`src/rtl/coin_vend_fsm.sv`:
```
// Coin-accumulating vending controller: collects N/D/Q credit, dispenses at PRICE,
// and pays back excess or cancelled credit as a back-to-back train of N_VAL change pulses.
module coin_vend_fsm #(
    parameter int PRICE    = 15,
    parameter int N_VAL    = 5,
    parameter int D_VAL    = 10,
    parameter int Q_VAL    = 25,
    parameter int CREDIT_W = 6
) (
    input  logic                Clock,
    input  logic                Reset,
    input  logic                N,
    input  logic                D,
    input  logic                Q,
    input  logic                Cancel,
    output logic                Dispense,
    output logic                Change,
    output logic                Reject,
    output logic                Err,
    output logic                Busy,
    output logic [CREDIT_W-1:0] Credit
);

    typedef enum logic [1:0] {
        COLLECT  = 2'd0,
        DISPENSE = 2'd1,
        CHANGE   = 2'd2
    } state_t;

    state_t              state;
    logic [CREDIT_W-1:0] credit;
    logic [CREDIT_W-1:0] change;
    logic                reject;
    logic                err;

    logic [1:0]          coin_cnt;
    logic                coin_single;
    logic                coin_multi;
    logic [CREDIT_W-1:0] coin_value;
    logic [CREDIT_W-1:0] sum;

    assign coin_cnt    = 2'(N) + 2'(D) + 2'(Q);
    assign coin_single = (coin_cnt == 2'd1);
    assign coin_multi  = (coin_cnt > 2'd1);

    always_comb begin
        coin_value = '0;
        if (N)
            coin_value = CREDIT_W'(N_VAL);
        else if (D)
            coin_value = CREDIT_W'(D_VAL);
        else if (Q)
            coin_value = CREDIT_W'(Q_VAL);
    end

    assign sum = credit + coin_value;

    always_ff @(posedge Clock or posedge Reset) begin
        if (Reset) begin
            state  <= COLLECT;
            credit <= '0;
            change <= '0;
            reject <= 1'b0;
            err    <= 1'b0;
        end else begin
            err    <= coin_multi;
            // A coin arriving alongside Cancel, or while busy, is handed straight back.
            reject <= coin_single && ((state != COLLECT) || Cancel);
            case (state)
                COLLECT: begin
                    if (Cancel) begin
                        if (credit != '0) begin
                            change <= credit;
                            credit <= '0;
                            state  <= CHANGE;
                        end
                    end else if (coin_single) begin
                        if (sum >= CREDIT_W'(PRICE)) begin
                            change <= sum - CREDIT_W'(PRICE);
                            credit <= '0;
                            state  <= DISPENSE;
                        end else begin
                            credit <= sum;
                        end
                    end
                end
                DISPENSE: begin
                    state <= (change != '0) ? CHANGE : COLLECT;
                end
                CHANGE: begin
                    change <= change - CREDIT_W'(N_VAL);
                    if (change <= CREDIT_W'(N_VAL))
                        state <= COLLECT;
                end
                default: begin
                    state <= COLLECT;
                end
            endcase
        end
    end

    assign Dispense = (state == DISPENSE);
    assign Change   = (state == CHANGE);
    assign Busy     = (state != COLLECT);
    assign Reject   = reject;
    assign Err      = err;
    assign Credit   = credit;

endmodule

```
`config.mk`:
```
export PLATFORM = sky130hd
export DESIGN_NAME = coin_vend_fsm
export DESIGN_NICKNAME = d
export VERILOG_FILES = /design/src/rtl/coin_vend_fsm.sv
export SDC_FILE = /design/constraint.sdc
export NUM_CORES = 1
export LEC_CHECK = 0
export CORE_MARGIN = 3
export CORE_UTILIZATION = 55
export CTS_BUF_LIST = sky130_fd_sc_hd__clkbuf_2 sky130_fd_sc_hd__clkbuf_4 sky130_fd_sc_hd__clkbuf_8
export CTS_CLUSTER_DIAMETER = 120
export DETAILED_ROUTE_END_ITERATION = 7
export DONT_BUFFER_PORTS = 1
export PLACE_DENSITY = 0.7
export SETUP_SLACK_MARGIN = 0.05
export SLEW_MARGIN = 20
export SYNTH_ARGS = -nofsm -noshare
export SYNTH_HDL_FRONTEND = slang
export SYNTH_SLANG_ARGS = --single-unit
```
`constraint.sdc`:
```
create_clock -name Clock -period 3.17 [get_ports Clock]
set_clock_uncertainty 0.15 [all_clocks]
set_input_delay 0.4755 -clock Clock [delete_from_list [all_inputs] [get_ports Clock]]
set_output_delay 0.4755 -clock Clock [all_outputs]
set_load 0.01 [all_outputs]
```
Word level (Yosys, flattened, before mapping)
Cells that the tools add are included.

word-level totals
  bits in registers = 16
  bits of input ports = 6
  output and inout bits = 11
  logic and storage cells = 51

operators by class
  add/subtract/negate cells = 5
  order comparisons = 3
  equality and inequality tests = 8
  multiplexer cells = 19
  reductions and logical operators = 11

operators by type and width
  operator               count
  $mux W6                8
  $mux W5                3
  $mux W2                6
  $pmux W6 S2            1
  $reduce_bool A6 Y1     2
  $ne A3 B3 Y1 const B   3
  $reduce_and A4 Y1      2
  $add A6 B6 Y6          1
  $ge A6 B4 Y1 const B   1
  $le A6 B3 Y1 const B   1
  $pmux W2 S3            1
  $reduce_bool A2 Y1     3
  $sub A6 B3 Y6 const B  1
  $sub A6 B4 Y6 const B  1
  $eq A2 B1 Y1 const B   2
  $ne A2 B1 Y1 const B   2
  $reduce_and A3 Y1      1
  $add A1 B1 Y2          1
  $add A2 B1 Y2          1
  $eq A2 B2 Y1 const B   1
  $gt A2 B1 Y1 const B   1
  $logic_not A2 Y1       1
  $logic_and A1 B1 Y1    1
  $logic_or A1 B1 Y1     1

Longest topological paths before layout
  word-level depth = 9
  depth in mapped cells = 13
  depth with buffers taken out = 12

Worst setup path before layout
Ideal clock, no wire load.

  kind = in2reg
  from = input D
  to = register change[5]
  setup time = 0.122 ns
  arrival time = 2.599 ns
  required time = 2.898 ns
  slack = 0.300 ns
  stages on the path = 12
  path buffers = 1
  cell sequence = inv_1 > nand2_1 > nand2_1 > ha_1 > fa_1 > ha_1 > nand3_1 > mux2i_1 > a211o_1 > a41o_1 > buf_6 > a32o_1

between the ends
  cells in the longest elaborated chain, start to end = 8
  elaborated cells between the ends (all ways) = 15
  classes of those cells = add/sub: 4; order compare: 1; eq/ne: 3; mux: 6; reduce/logical: 1

RTL lines
  what                    line  RTL
  start: declaration      13    input logic D,
  $mux W5                 50    else if (D)
  $mux W5                 48    if (N)
  $add A6 B6 Y6           56    assign sum = credit + coin_value;
  $sub A6 B4 Y6           79    change <= sum - CREDIT_W'(PRICE);
  $mux W6                 78    if (sum >= CREDIT_W'(PRICE)) begin
  $mux W6                 77    end else if (coin_single) begin
  $mux W6                 71    if (Cancel) begin
  $pmux W6 S2             69    case (state)
  end signal: assignment  73    change <= credit;
  end signal: assignment  79
  end signal: assignment  91    change <= change - CREDIT_W'(N_VAL);
  end: declaration        32    logic [CREDIT_W-1:0] change;

Several ways; a longest one is shown, not always the timed one. The select of a mux whose other input is x is not followed.
A chain may end at the register's enable or synchronous reset.

Worst setup path after layout
  from = register credit[0], in the netlist Credit[0]
  to = register change[3]

between the ends
  cells in the longest elaborated chain, start to end = 6
  elaborated cells between the ends (all ways) = 11
  classes of those cells = add/sub: 2; order compare: 1; eq/ne: 2; mux: 4; reduce/logical: 2

RTL lines
  what                      line  RTL
  start: declaration        31    logic [CREDIT_W-1:0] credit;
  start signal: assignment  83    credit <= sum;
  $add A6 B6 Y6             56
  $sub A6 B4 Y6             79
  $mux W6                   78
  $mux W6                   77
  $mux W6                   71
  $pmux W6 S2               69

Several ways; a longest one is shown, not always the timed one. The select of a mux whose other input is x is not followed.

==> results.json <==
{
  "area_growth_pct": 7.70,
  "gr-total-overflow": 0,
  "grt_pass1_vias": 1037,
  "synth_nets": 153,
  "finalInstanceArea_um2": 1280,
  "yosysTopAreaCellShare_pct": 33.8,
  "placement.io_buffers": 0,
  "tns_ns": 0,
  "drive_gt1_share_pct": 7.04,
  "critPathBufInv": 1,
  "crit_type": "flop to flop",
  "n_antenna_cell": 0,
  "core_um2": 2000,
  "ys_seq_area_share_pct": 33.8,
  "firstDrtPassIters": 4,
  "synth_seq_cells": 16,
  "outcome": "completed",
  "max-vdd-ir-drop_uv": 504,
  "dpl.hpwl_um": 1930,
  "finalNetCount": 159,
  "relSlewSlack_pct": 59.3,
  "cp_cell_sequence": "ha_1 > fa_1 > ha_1 > nand3_1 > mux2i_1 > a211o_1 > a41o_1 > buf_4 > a22o_1",
  "vias": 1042,
  "critical-path-top-delay-family": "adder cells",
  "cts_setup_buffers": 0,
  "cap_violations": 0,
  "utilization_pct": 63.8,
  "finalSetupViolations": 0,
  "drc_errors": 0,
  "rr_startpoint": "Credit[0]",
  "critPathSlowestCell": "fa_1",
  "worst_pin_slew_ns": 0.610,
  "final_hold_viol_count": 0,
  "grt_max_degree": 17,
  "power_density_nw_per_um2": 880,
  "grt_pass1_wl_um": 4450,
  "synth_edf_count": 0,
  "synth_area_leaders": "dfrtp_1 (34%), ha_1 (8.4%), a21oi_1 (5.1%)",
  "synth_cell_types": 38,
  "yosysTopAreaCell": "dfrtp_1",
  "synth_flop_cell": "dfrtp_1",
  "worst_skew_pair.late_latency_ns": 0.29,
  "crit_path_end_kind": "flop",
  "drt_iter0_drc": 33,
  "place_congestion": 0.818,
  "slew_viol_final": 0,
  "cts_buffer_depth": 2,
  "async_reset_ff_share_pct": 100,
  "ys_warn_count": 0,
  "fill_cells": 175,
  "grt_usage_pct": 21.6,
  "hold_path_end": "state[0]",
  "rsz0062_at_grt": "false",
  "cp.required_ns": 3.21,
  "synth.avg_cell_area_um2": 8.66,
  "numCtsBuffers": 3,
  "placed_area_um2": 1230,
  "path_clk_slew_ns": 0.10,
  "wl_um": 2610,
  "cts_sinks": 16,
  "ctsRootBufferMaster": "clkbuf_4",
  "syn-instance-count": 137,
  "min_path_type": "input port to flop",
  "drt-wirelength-per-cell_um": 15.4,
  "synth_area_um2": 1190,
  "ctsHtreeMaxLevel": 1,
  "ant_nets": 0,
  "r2r_cells": 9,
  "synth_common_cells": "dfrtp_1 (16), a21oi_1 (12), inv_1 (12)",
  "holdCritStartpoint": "Cancel",
  "die_area_um2": 2750,
  "min_period_ns": 2.89,
  "antenna_found_initial": 0,
  "initial_core_util_pct": 59.3,
  "start_kind": "flop",
  "synth_most_common_cell": "dfrtp_1",
  "critPathMostFrequentCell": "ha_1",
  "fmax_ghz": 0.346,
  "r2r_slack_ns": 0.28,
  "tritoncts": "yes",
  "critPathMaxStageDelay_ns": 0.48,
  "critical_path_arrival_ns": 2.93,
  "holdPathStages": 1,
  "die_w_um": 52.4,
  "fp.dieH_um": 52.4,
  "p_leak_uw": 0.000646,
  "timing.final.crit_share_pct": 91.3,
  "vias_per_cell": 6.17,
  "crit_path_max_fanout": 9,
  "r2r_end": "change[3]",
  "rows": 16,
  "ioPinCount": 17,
  "p_total_uw": 1120
}
-- per-layer routing --
layer	track usage, %	up-vias	share of wire, %
met5	0	-	0
met4	10.6	0	2.1
met3	3.70	8	5.9
met2	33.5	39	45
met1	28.7	497	47
li1	-	498	-
-- cell families after synthesis --
kind of cell	after synthesis	synth area share (%)
xor+xnor	6	4.43
flops	16	33.8
buf+inv	17	6.01
compound gates	43	23.0
simple gates	41	17.6
fa+ha+maj	10	11.8
mux	4	3.38
-- through the flow --
| stage | hold WS (ns) | cells | setup slack [ns] |
|---|---|---|---|
| after detailed placement | 0.313 | 164 | 0.0929 |
| after CTS | 0.0957 | 169 | 0.283 |
| after global routing | 0.0829 | 169 | 0.137 |
| final | 0.0968 | 169 | 0.276 |
| after global placement | 0.314 | 164 | 0.179 |
| after floorplan | 0.239 | 137 | 0.300 |
-- sequential cells by signal, indices dropped and copies added (netlist names) --
register,count
Credit,6
change,6
state,2
Err,1
Reject,1
-- layout by cell type (no fill, tap or decap), types with 2 or more instances in the layout --
master / instances
dfrtp_1: 16
inv_1: 12
a21oi_1: 12
nand2_1: 11
o21ai_0: 10
nor2_1: 9
ha_1: 8
a22o_1: 5
buf_4: 5
mux2i_1: 4
a31oi_1: 4
a21o_1: 3
or3_1: 3
xor2_1: 3
nand3_1: 3
xnor2_1: 3
nor3_1: 3
clkbuf_4: 3
and2_1: 2
nor3b_1: 2
fa_1: 2
-- layout make-up --
cell class | instances | area, um2 | share of cell area (%)
multi-input cells | 104 | 714 | 55.9
flip-flops and latches | 16 | 400 | 31.3
repair buffers | 6 | 47.5 | 3.72
inverters | 12 | 45.0 | 3.53
clock buffers | 4 | 36.3 | 2.84
well taps | 27 | 33.8 | 2.64
-- power breakdown --
part | switching (uW) | leakage [uW] | internal (uW)
Clock | 69.3 | 0.0000210 | 70.0
Sequential | 80.3 | 0.000200 | 275
Combinational | 351 | 0.000425 | 278
-- worst max path at each step --
| stage | start | endpoint | slack (ns) | depth (start not counted) |
|---|---|---|---|---|
| floorplan | D | change[5] | 0.30 | 12 |
| global placement | D | change[3] | 0.18 | 12 |
| detailed placement | D | change[2] | 0.09 | 13 |
| CTS | Credit[0] | change[2] | 0.28 | 10 |
| global route | Credit[0] | change[4] | 0.14 | 10 |
| finish | Credit[0] | change[3] | 0.28 | 9 |
-- what timing repair did --
action | CTS | global route
hold buffers | 1 | 0
endpoints found under the hold margin | 11 | 0
resized for setup | 0 | 0
Note: power is estimated with default switching activity, not from simulation.
